**src/rtl/fabric_port_out_mvc_pkg.sv**
```systemverilog
`default_nettype none
// ============================================================================
// Module      : fabric_port_pkg
// Description : Shared definitions for the NoC-to-fabric egress port:
//               flit control-bit positions, VC-field extraction helper and
//               the packet-assembly FSM state encoding.
// Ports       : none (package)
// Revision    : 1.0 - initial release
// ============================================================================
package fabric_port_pkg;

  // Control-bit positions, expressed as distance below the flit MSB so the
  // same constants work for any flit width: bit (W - VALID_POS) is valid, etc.
  localparam int VALID_POS = 1;
  localparam int HEAD_POS  = 2;
  localparam int TAIL_POS  = 3;
  localparam int VC_POS    = 4;

  // Widest flit the helper accepts; callers zero-extend into this width.
  localparam int FLIT_MAX_W = 64;

  typedef enum logic [1:0] {
    IDLE    = 2'd0,
    COLLECT = 2'd1,
    VALID   = 2'd2
  } state_e;

  // Extract the VC id field [width-VC_POS -: vaw] from a zero-extended flit.
  // Result is right-justified in an 8-bit value; callers truncate to vaw bits.
  function automatic logic [7:0] get_vc(input logic [FLIT_MAX_W-1:0] flit,
                                        input int width,
                                        input int vaw);
    logic [7:0] v;
    v = '0;
    for (int b = 0; b < 8; b++) begin
      if (b < vaw) begin
        v[3'(b)] = flit[6'(width - VC_POS - vaw + 1 + b)];
      end
    end
    return v;
  endfunction

endpackage
`default_nettype wire

```
**src/rtl/fabric_port_out_mvc_if.sv**
```systemverilog
`default_nettype none
// ============================================================================
// Module      : fabric_port_out_mvc_if
// Description : Bundle of the NoC input, credit return and RTL-side packet
//               handshake signals of the egress port.
// Ports       : noc_flit_in      - incoming flit (valid/head/tail/vc/payload)
//               noc_credits_out  - one-cycle credit pulse per VC
//               rtl_packet_out   - assembled packet, flit k in slot k
//               rtl_length_out   - flits held in the packet
//               rtl_vc_out       - source VC of the packet
//               rtl_valid_out    - packet valid
//               rtl_ready_in     - consumer ready
//               rtl_error_out    - sticky {length violation, overflow}
//               modport slave  : the egress port itself
//               modport master : the NoC sender / RTL consumer side
// Revision    : 1.0 - initial release
// ============================================================================
interface fabric_port_out_mvc_if #(
  parameter int WIDTH_NOC = 8,
  parameter int NUM_VC    = 2,
  parameter int MAX_FLITS = 4
);
  localparam int VC_ADDRESS_WIDTH = (NUM_VC > 1) ? $clog2(NUM_VC) : 1;
  localparam int LEN_WIDTH        = $clog2(MAX_FLITS + 1);

  logic [WIDTH_NOC-1:0]           noc_flit_in;
  logic [NUM_VC-1:0]              noc_credits_out;
  logic [MAX_FLITS*WIDTH_NOC-1:0] rtl_packet_out;
  logic [LEN_WIDTH-1:0]           rtl_length_out;
  logic [VC_ADDRESS_WIDTH-1:0]    rtl_vc_out;
  logic                           rtl_valid_out;
  logic                           rtl_ready_in;
  logic [1:0]                     rtl_error_out;

  modport slave (
    input  noc_flit_in, rtl_ready_in,
    output noc_credits_out, rtl_packet_out, rtl_length_out,
           rtl_vc_out, rtl_valid_out, rtl_error_out
  );

  modport master (
    output noc_flit_in, rtl_ready_in,
    input  noc_credits_out, rtl_packet_out, rtl_length_out,
           rtl_vc_out, rtl_valid_out, rtl_error_out
  );

endinterface
`default_nettype wire

```
**src/rtl/fabric_port_out_mvc_fifo.sv**
```systemverilog
`default_nettype none
// ============================================================================
// Module      : vc_flit_fifo
// Description : Per-VC flit buffer, registered storage, first-word-fall-
//               through (dout always shows the oldest entry).
// Ports       : clk, rst         - clock, async active-high reset
//               push / din       - write; accepted when not full or popping
//               pop  / dout      - read; ignored when empty
//               full, empty      - status flags
//               count            - number of stored flits
// Revision    : 1.0 - initial release
// ============================================================================
module vc_flit_fifo #(
  parameter int WIDTH = 8,
  parameter int DEPTH = 8
) (
  input  wire logic                       clk,
  input  wire logic                       rst,
  input  wire logic                       push,
  input  wire logic                       pop,
  input  wire logic [WIDTH-1:0]           din,
  output logic      [WIDTH-1:0]           dout,
  output logic                            full,
  output logic                            empty,
  output logic      [$clog2(DEPTH+1)-1:0] count
);
  localparam int AW = (DEPTH > 1) ? $clog2(DEPTH) : 1;
  localparam int CW = $clog2(DEPTH + 1);

  logic [WIDTH-1:0] r_mem [DEPTH];
  logic [AW-1:0]    r_rd;
  logic [AW-1:0]    r_wr;
  logic [CW-1:0]    r_count;
  logic             w_do_push;
  logic             w_do_pop;

  assign w_do_pop  = pop && !empty;
  // A full FIFO still takes a write when the same edge frees a slot.
  assign w_do_push = push && (!full || w_do_pop);

  always_ff @(posedge clk) begin
    if (w_do_push) begin
      r_mem[r_wr] <= din;
    end
  end

  always_ff @(posedge clk or posedge rst) begin
    if (rst) begin
      r_rd    <= '0;
      r_wr    <= '0;
      r_count <= '0;
    end else begin
      if (w_do_push) begin
        r_wr <= (r_wr == AW'(DEPTH - 1)) ? '0 : r_wr + 1'b1;
      end
      if (w_do_pop) begin
        r_rd <= (r_rd == AW'(DEPTH - 1)) ? '0 : r_rd + 1'b1;
      end
      case ({w_do_push, w_do_pop})
        2'b10:   r_count <= r_count + 1'b1;
        2'b01:   r_count <= r_count - 1'b1;
        default: r_count <= r_count;
      endcase
    end
  end

  assign dout  = r_mem[r_rd];
  assign full  = (r_count == CW'(DEPTH));
  assign empty = (r_count == '0);
  assign count = r_count;

endmodule
`default_nettype wire

```
**src/rtl/fabric_port_out_mvc.sv**
```systemverilog
`default_nettype none
// ============================================================================
// Module      : fabric_port_out_mvc
// Description : NoC-to-fabric egress port. Buffers flits per VC, reassembles
//               whole packets, presents them round-robin across VCs on a
//               valid/ready interface and returns one credit per flit popped.
// Ports       : clk  - port clock
//               rst  - asynchronous active-high reset
//               bus  - fabric_port_out_mvc_if.slave (flit in, credits out,
//                      packet/length/vc/valid out, ready in, sticky errors)
// Revision    : 1.0 - initial release
// ============================================================================
module fabric_port_out_mvc
  import fabric_port_pkg::*;
#(
  parameter int WIDTH_NOC    = 8,
  parameter int NUM_VC       = 2,
  parameter int DEPTH_PER_VC = 8,
  parameter int MAX_FLITS    = 4
) (
  input  wire logic              clk,
  input  wire logic              rst,
  fabric_port_out_mvc_if.slave   bus
);
  localparam int VAW       = (NUM_VC > 1) ? $clog2(NUM_VC) : 1;
  localparam int LEN_WIDTH = $clog2(MAX_FLITS + 1);
  localparam int CW        = $clog2(DEPTH_PER_VC + 1);
  // Input counter saturates at MAX_FLITS+1, enough to flag every extra flit.
  localparam int IW        = $clog2(MAX_FLITS + 2);

  logic [WIDTH_NOC-1:0] w_flit;
  logic                 w_valid;
  logic                 w_tail;
  logic [VAW-1:0]       w_vc;
  logic                 w_vc_ok;

  logic [NUM_VC-1:0]    w_push;
  logic [NUM_VC-1:0]    w_pop;
  logic [NUM_VC-1:0]    w_full;
  logic [NUM_VC-1:0]    w_empty;
  logic [NUM_VC-1:0]    w_space;
  logic [NUM_VC-1:0]    w_tail_in;
  logic [NUM_VC-1:0]    w_tail_out;
  logic [NUM_VC-1:0]    w_len_viol;
  logic [WIDTH_NOC-1:0] w_dout [NUM_VC];
  logic [CW-1:0]        w_cnt  [NUM_VC];

  logic [CW-1:0]        r_pkt_cnt [NUM_VC];
  logic [IW-1:0]        r_in_cnt  [NUM_VC];

  state_e               r_state;
  logic [VAW-1:0]       r_rr;
  logic [VAW-1:0]       r_grant;
  logic [LEN_WIDTH-1:0] r_idx;
  logic [WIDTH_NOC-1:0] r_slot [MAX_FLITS];
  logic                 r_valid;
  logic [LEN_WIDTH-1:0] r_len;
  logic [VAW-1:0]       r_vc;
  logic [NUM_VC-1:0]    r_credit;
  logic [1:0]           r_err;

  logic                 w_any;
  logic [VAW-1:0]       w_gnt;
  logic                 w_ovf;
  logic                 w_cur_pop;
  logic [WIDTH_NOC-1:0] w_cur;

  assign w_flit  = bus.noc_flit_in;
  assign w_valid = w_flit[WIDTH_NOC-VALID_POS];
  assign w_tail  = w_flit[WIDTH_NOC-TAIL_POS];
  assign w_vc    = VAW'(get_vc((FLIT_MAX_W)'(w_flit), WIDTH_NOC, VAW));
  assign w_vc_ok = (32'(w_vc) < NUM_VC);

  generate
    for (genvar i = 0; i < NUM_VC; i++) begin : g_vc
      assign w_pop[i]      = (r_state == COLLECT) && (r_grant == VAW'(i)) && !w_empty[i];
      assign w_space[i]    = (w_cnt[i] != CW'(DEPTH_PER_VC));
      assign w_push[i]     = w_valid && (w_vc == VAW'(i)) && (w_space[i] || w_pop[i]);
      assign w_tail_in[i]  = w_push[i] && w_tail;
      assign w_tail_out[i] = w_pop[i] && w_dout[i][WIDTH_NOC-TAIL_POS];
      assign w_len_viol[i] = w_push[i] && (r_in_cnt[i] >= IW'(MAX_FLITS));

      vc_flit_fifo #(
        .WIDTH (WIDTH_NOC),
        .DEPTH (DEPTH_PER_VC)
      ) u_fifo (
        .clk   (clk),
        .rst   (rst),
        .push  (w_push[i]),
        .pop   (w_pop[i]),
        .din   (w_flit),
        .dout  (w_dout[i]),
        .full  (w_full[i]),
        .empty (w_empty[i]),
        .count (w_cnt[i])
      );
    end
  endgenerate

  // Drop: write targets a full FIFO that is not popping on this edge.
  assign w_ovf     = w_valid && w_vc_ok && w_full[w_vc] && !w_pop[w_vc];
  assign w_cur_pop = |w_pop;
  assign w_cur     = w_dout[r_grant];

  // First VC with a complete packet, searching from the round-robin pointer.
  // Scanned from the far end so the nearest candidate wins.
  always_comb begin
    logic [VAW-1:0] w_idx;
    w_any = 1'b0;
    w_gnt = r_rr;
    w_idx = '0;
    for (int k = NUM_VC - 1; k >= 0; k--) begin
      w_idx = VAW'((32'(r_rr) + k) % NUM_VC);
      if (r_pkt_cnt[w_idx] != '0) begin
        w_any = 1'b1;
        w_gnt = w_idx;
      end
    end
  end

  always_ff @(posedge clk or posedge rst) begin
    if (rst) begin
      for (int i = 0; i < NUM_VC; i++) begin
        r_pkt_cnt[i] <= '0;
        r_in_cnt[i]  <= '0;
      end
    end else begin
      for (int i = 0; i < NUM_VC; i++) begin
        case ({w_tail_in[i], w_tail_out[i]})
          2'b10:   r_pkt_cnt[i] <= r_pkt_cnt[i] + 1'b1;
          2'b01:   r_pkt_cnt[i] <= r_pkt_cnt[i] - 1'b1;
          default: r_pkt_cnt[i] <= r_pkt_cnt[i];
        endcase
        if (w_push[i]) begin
          if (w_tail) begin
            r_in_cnt[i] <= '0;
          end else if (r_in_cnt[i] != IW'(MAX_FLITS + 1)) begin
            r_in_cnt[i] <= r_in_cnt[i] + 1'b1;
          end
        end
      end
    end
  end

  always_ff @(posedge clk or posedge rst) begin
    if (rst) begin
      r_state  <= IDLE;
      r_rr     <= '0;
      r_grant  <= '0;
      r_idx    <= '0;
      r_valid  <= 1'b0;
      r_len    <= '0;
      r_vc     <= '0;
      r_credit <= '0;
      r_err    <= '0;
      for (int s = 0; s < MAX_FLITS; s++) begin
        r_slot[s] <= '0;
      end
    end else begin
      r_credit <= '0;
      if (w_cur_pop) begin
        r_credit[r_grant] <= 1'b1;
      end
      r_err[0] <= r_err[0] | w_ovf;
      r_err[1] <= r_err[1] | (|w_len_viol);

      case (r_state)
        IDLE: begin
          if (w_any) begin
            r_grant <= w_gnt;
            r_rr    <= (w_gnt == VAW'(NUM_VC - 1)) ? '0 : w_gnt + 1'b1;
            r_idx   <= '0;
            for (int s = 0; s < MAX_FLITS; s++) begin
              r_slot[s] <= '0;
            end
            r_state <= COLLECT;
          end
        end
        COLLECT: begin
          if (w_cur_pop) begin
            // Flits beyond MAX_FLITS are popped (and credited) but not kept.
            if (r_idx < LEN_WIDTH'(MAX_FLITS)) begin
              for (int s = 0; s < MAX_FLITS; s++) begin
                if (r_idx == LEN_WIDTH'(s)) begin
                  r_slot[s] <= w_cur;
                end
              end
              r_idx <= r_idx + 1'b1;
            end
            if (w_cur[WIDTH_NOC-TAIL_POS]) begin
              r_len   <= (r_idx < LEN_WIDTH'(MAX_FLITS)) ? r_idx + 1'b1
                                                          : LEN_WIDTH'(MAX_FLITS);
              r_vc    <= r_grant;
              r_valid <= 1'b1;
              r_state <= VALID;
            end
          end
        end
        VALID: begin
          if (bus.rtl_ready_in) begin
            r_valid <= 1'b0;
            r_state <= IDLE;
          end
        end
        default: r_state <= IDLE;
      endcase
    end
  end

  generate
    for (genvar s = 0; s < MAX_FLITS; s++) begin : g_slot
      assign bus.rtl_packet_out[s*WIDTH_NOC +: WIDTH_NOC] = r_slot[s];
    end
  endgenerate

  assign bus.noc_credits_out = r_credit;
  assign bus.rtl_length_out  = r_len;
  assign bus.rtl_vc_out      = r_vc;
  assign bus.rtl_valid_out   = r_valid;
  assign bus.rtl_error_out   = r_err;

endmodule
`default_nettype wire

```
**src/flat_wrapper.sv**
```systemverilog
// flat-port wrapper written by rule: the top's interface ports become plain ports
module fabric_port_out_mvc_flat import fabric_port_pkg::*;
#(
  parameter int WIDTH_NOC    = 8,
  parameter int NUM_VC       = 2,
  parameter int DEPTH_PER_VC = 8,
  parameter int MAX_FLITS    = 4
)
  (clk, rst, bus_noc_flit_in, bus_rtl_ready_in, bus_noc_credits_out, bus_rtl_packet_out, bus_rtl_length_out, bus_rtl_vc_out, bus_rtl_valid_out, bus_rtl_error_out);
  fabric_port_out_mvc_if #(.WIDTH_NOC(WIDTH_NOC), .NUM_VC(NUM_VC), .MAX_FLITS(MAX_FLITS)) bus_i ();
  input  wire logic clk;
  input  wire logic rst;
  input wire logic [$bits(bus_i.noc_flit_in)-1:0] bus_noc_flit_in;
  input wire logic [$bits(bus_i.rtl_ready_in)-1:0] bus_rtl_ready_in;
  output wire logic [$bits(bus_i.noc_credits_out)-1:0] bus_noc_credits_out;
  output wire logic [$bits(bus_i.rtl_packet_out)-1:0] bus_rtl_packet_out;
  output wire logic [$bits(bus_i.rtl_length_out)-1:0] bus_rtl_length_out;
  output wire logic [$bits(bus_i.rtl_vc_out)-1:0] bus_rtl_vc_out;
  output wire logic [$bits(bus_i.rtl_valid_out)-1:0] bus_rtl_valid_out;
  output wire logic [$bits(bus_i.rtl_error_out)-1:0] bus_rtl_error_out;
  assign bus_i.noc_flit_in = bus_noc_flit_in;
  assign bus_i.rtl_ready_in = bus_rtl_ready_in;
  assign bus_noc_credits_out = bus_i.noc_credits_out;
  assign bus_rtl_packet_out = bus_i.rtl_packet_out;
  assign bus_rtl_length_out = bus_i.rtl_length_out;
  assign bus_rtl_vc_out = bus_i.rtl_vc_out;
  assign bus_rtl_valid_out = bus_i.rtl_valid_out;
  assign bus_rtl_error_out = bus_i.rtl_error_out;
  fabric_port_out_mvc #(.WIDTH_NOC(WIDTH_NOC), .NUM_VC(NUM_VC), .DEPTH_PER_VC(DEPTH_PER_VC), .MAX_FLITS(MAX_FLITS)) u_core (.clk(clk), .rst(rst), .bus(bus_i));
endmodule
```
**config.mk**
```make
export PLATFORM = sky130hd
export DESIGN_NAME = fabric_port_out_mvc_flat
export DESIGN_NICKNAME = d
export VERILOG_FILES = /design/src/rtl/fabric_port_out_mvc_pkg.sv /design/src/rtl/fabric_port_out_mvc_if.sv /design/src/rtl/fabric_port_out_mvc_fifo.sv /design/src/rtl/fabric_port_out_mvc.sv /design/src/flat_wrapper.sv
export SDC_FILE = /design/constraint.sdc
export NUM_CORES = 1
export LEC_CHECK = 0
export ABC_AREA = 1
export CELL_PAD_IN_SITES_DETAIL_PLACEMENT = 1
export CELL_PAD_IN_SITES_GLOBAL_PLACEMENT = 2
export CORE_AREA = 2 2 207 107
export DETAILED_ROUTE_END_ITERATION = 8
export DIE_AREA = 0 0 209 109
export DONT_BUFFER_PORTS = 1
export GPL_TIMING_DRIVEN = 0
export PLACE_DENSITY = 0.95
export SYNTH_ARGS = -nofsm -noshare
export SYNTH_HDL_FRONTEND = slang
export SYNTH_SLANG_ARGS = --single-unit
```
**constraint.sdc**
```tcl
create_clock -name clk -period 8.33 [get_ports clk]
set_input_delay 1.666 -clock clk [delete_from_list [all_inputs] [get_ports clk]]
set_output_delay 1.666 -clock clk [all_outputs]
set_load 0.02 [all_outputs]
```
==> impl_metrics.tcl <==
set metrics [dict create \
    yosysMostFrequentCell "nand2_1" \
    ant_nets 0 \
    synthMuxAreaShare_pct 0 \
    hp-class "flip-flop to flip-flop" \
    fmax_mhz 299 \
    dieHeight_um 109 \
    finClkSkew_ns 0.0215 \
    port_buffers 0 \
    final_nets 959 \
    endpoint_kind "flip-flop" \
    outcome "completed" \
    nFillCells 2297 \
    die_w_um 209 \
    drtIter0Drc 637 \
    cts.reportedPaths.clkPinSlew_ns 0.06 \
    placedCellCount 1175 \
    arrival_ns 3.72 \
    critPathBufInv 2 \
    post-route-util_pct 49.1 \
    clock_sinks 210 \
    fin_setup_tns_ns 0 \
    cp_top_family "simple AND/OR/NAND/NOR gates" \
    fin_cells 1213 \
    grt_first_pass_wirelength_um 39300 \
    yosys_warnings 0 \
    place_area_sq_um 9730 \
    period_share_pct 40.1 \
    cp_slowest_stage_delay_ns 0.52 \
    synth-seq-area-share_pct 63.1 \
    synth_edf_count 128 \
    drt_wl_total_um 25200 \
    rrSetupSlack_ns 4.99 \
    synth_area_leaders "edfxtp_1 41%, dfrtp_1 22%, nand2_1 6.9%" \
    grt_max_degree 58 \
    wl_per_cell_um 20.7 \
    area_delta_synth_final_pct 11.2 \
    vias 6592 \
    post_cts_resize_count 0 \
    ctsHoldBuffers 0 \
    max-slew-margin-rel_pct 24.8 \
    htreeDepth 1 \
    worst_pin_slew_ns 1.12 \
    antenna_found_initial 0 \
    synth-simple-area-share_pct 17.7 \
    syn_area_sq_um 9350 \
    synth-compound-area-share_pct 9.17 \
    grt_pass1_vias 6808 \
    synthAdderAreaFrac_pct 4.01 \
    start_util_pct 44.2 \
    rows 38 \
    yosysUniqueCellTypes 36 \
    synth_fp_nets 935 \
    dieArea_sq_um 22800 \
    grt_use_total_pct 22.7 \
    async_flop_share_pct 39.0 \
    cts_tree "yes" \
    io_pins 52 \
    postCtsSetupRepairBufs 0 \
    overflow 0 \
    dr.pass1.iters 5 \
    power_density_nw_per_um2 398 \
    cts_buffers 21 \
    synth_top_area_share_pct 41.1 \
    cp_max_fo 10 \
    synth-main-ff-cell "edfxtp_1" \
    synth_xor_area_share_pct 1.59 \
    max_cap_viol_count 0 \
    slew_viol_final 0 \
    hold_viol_final 0 \
    synth_top_cell_by_area "edfxtp_1" \
    synth_commonest_cells "171 x nand2_1, 128 x edfxtp_1, 126 x nor2_1" \
    viasPerCell 5.43 \
    fin_crit_ns 3.34 \
    cpMaxStageDelayCell "buf_1" \
    drive_gt1_share_pct 7.61 \
    setup_slack_ns 4.99 \
    setup_violations 0 \
    clock_path_buffers 3 \
    dp_hpwl_um 18100 \
    coreArea_sq_um 21200 \
    clock_latency_ns 0.51 \
    synth_area_per_cell_sq_um 10.5 \
    start_kind "flip-flop" \
    synth-seq-cells 210 \
    rsz0062_at_grt "false" \
    clockRootBuffer "clkbuf_16" \
    leakagePower_nw 4.32 \
    path_class "flip-flop to flip-flop" \
    synth_top_family_by_area "simple AND/OR/NAND/NOR gates" \
    syn_inst 894 \
    n_antenna_cell 0 \
    place_congestion 0.834 \
    crit_chain "buf_1, nand3_1, nand3_1, nand3_1, nand2_1, nand2_1, nor2_1, ha_1, nand2_1, inv_1, nor2_1, ha_1, a21oi_1, xor2_1, o21ai_0" \
    post-place-ws_ns 4.80 \
    drc 0 \
    vdd_drop_max_v 0.000167 \
    fin_area_sq_um 10400 \
    required_ns 8.70 \
]
-- per-layer routing --
| layer | wire length (um) | vias to the layer above | GRT usage (%) |
|---|---|---|---|
| met5 | 0 | - | 0 |
| met4 | 306 | 0 | 3.42 |
| met3 | 1620 | 25 | 5.04 |
| met2 | 10400 | 154 | 32.8 |
| met1 | 12900 | 3339 | 35.4 |
| li1 | - | 3074 | - |
-- cells by family (layout without fill, tap and decap cells) --
| kind of cell | count (synthesis) | count (layout) |
|---|---|---|
| and+or+nand+nor | 382 | 382 |
| xor gates and xnor gates | 17 | 17 |
| AOI/OAI and AO/OA | 156 | 156 |
| adders and majority gates | 30 | 30 |
| DFF | 210 | 210 |
| buffers and inverters | 99 | 138 |
-- state kept, by name (all words and copies together) (netlist names) --
signal,count
u_core.g_vc.u_fifo.r_mem,128
u_core.bus.rtl_packet_out,32
u_core.g_vc.u_fifo.count,8
u_core.r_pkt_cnt,8
u_core.g_vc.u_fifo.r_rd,6
u_core.g_vc.u_fifo.r_wr,6
u_core.r_in_cnt,6
u_core.bus.rtl_length_out,3
u_core.r_idx,3
u_core.bus.noc_credits_out,2
u_core.bus.rtl_error_out,2
u_core.r_state,2
u_core.bus.rtl_valid_out,1
u_core.bus.rtl_vc_out,1
u_core.r_grant,1
u_core.r_rr,1
-- layout make-up --
class,instances,area [sq um],share of cell area [%]
Multi-Input combinational cell,585,3040,29.2
Inverter,72,273,2.62
Sequential cell,210,5900,56.7
Clock buffer,23,543,5.22
Clock inverter,15,125,1.20
Buffer,27,145,1.40
Timing Repair Buffer,1,27.5,0.265
Tap cell,280,350,3.37
-- path summary, 6_finish.rpt --
path	end	cells past startpoint	start
max in group asynchronous	u_core.bus.rtl_packet_out[17]$_DFFE_PP0P_	2	rst
min in group asynchronous	u_core.bus.rtl_error_out[1]$_DFF_PP0_	1	rst
worst min register to register	u_core.r_pkt_cnt[3]$_DFFE_PP0P_	1	u_core.r_pkt_cnt[3]$_DFFE_PP0P_
worst max register to register	u_core.r_pkt_cnt[6]$_DFFE_PP0P_	15	u_core.g_vc[0].u_fifo.r_rd[1]$_DFFE_PP0P_
worst min-delay path	u_core.r_pkt_cnt[3]$_DFFE_PP0P_	1	u_core.r_pkt_cnt[3]$_DFFE_PP0P_
worst max-delay path	u_core.r_pkt_cnt[6]$_DFFE_PP0P_	15	u_core.g_vc[0].u_fifo.r_rd[1]$_DFFE_PP0P_
-- cell usage in the layout (no fill, tap or decap), types with 6 or more instances in the layout --
| master | Yosys | final |
|---|---|---|
| clkbuf_1 | 9 | 10 |
| clkbuf_16 | 0 | 21 |
| buf_2 | 11 | 11 |
| inv_1 | 67 | 66 |
| nand4_1 | 6 | 6 |
| xnor2_1 | 6 | 6 |
| clkinv_1 | 1 | 8 |
| nand2_1 | 171 | 171 |
| o21ai_0 | 107 | 107 |
| xor2_1 | 11 | 11 |
| nor2_1 | 126 | 126 |
| ha_1 | 30 | 30 |
| a21oi_1 | 17 | 17 |
| nand3_1 | 57 | 57 |
| nor2_4 | 7 | 7 |
| o211ai_1 | 21 | 21 |
| edfxtp_1 | 128 | 128 |
| dfrtp_1 | 82 | 82 |
-- metrics by stage --
stage | hold WS (ns) | total power, mW
3_5_place_dp | 0.476 | 3.20
3_3_place_gp | 0.465 | 3.11
5_1_grt | 0.514 | 4.42
4_1_cts | 0.486 | 4.14
6_report | 0.489 | 4.14
2_1_floorplan | 0.446 | 2.68
-- power breakdown --
part,leakage (nW),internal (mW),switching (mW)
clock network,0.319,0.533,0.415
logic,1.82,0.485,1.10
registers,2.18,1.34,0.271
total,4.32,2.36,1.78
Power figures use the tool's default switching activity.
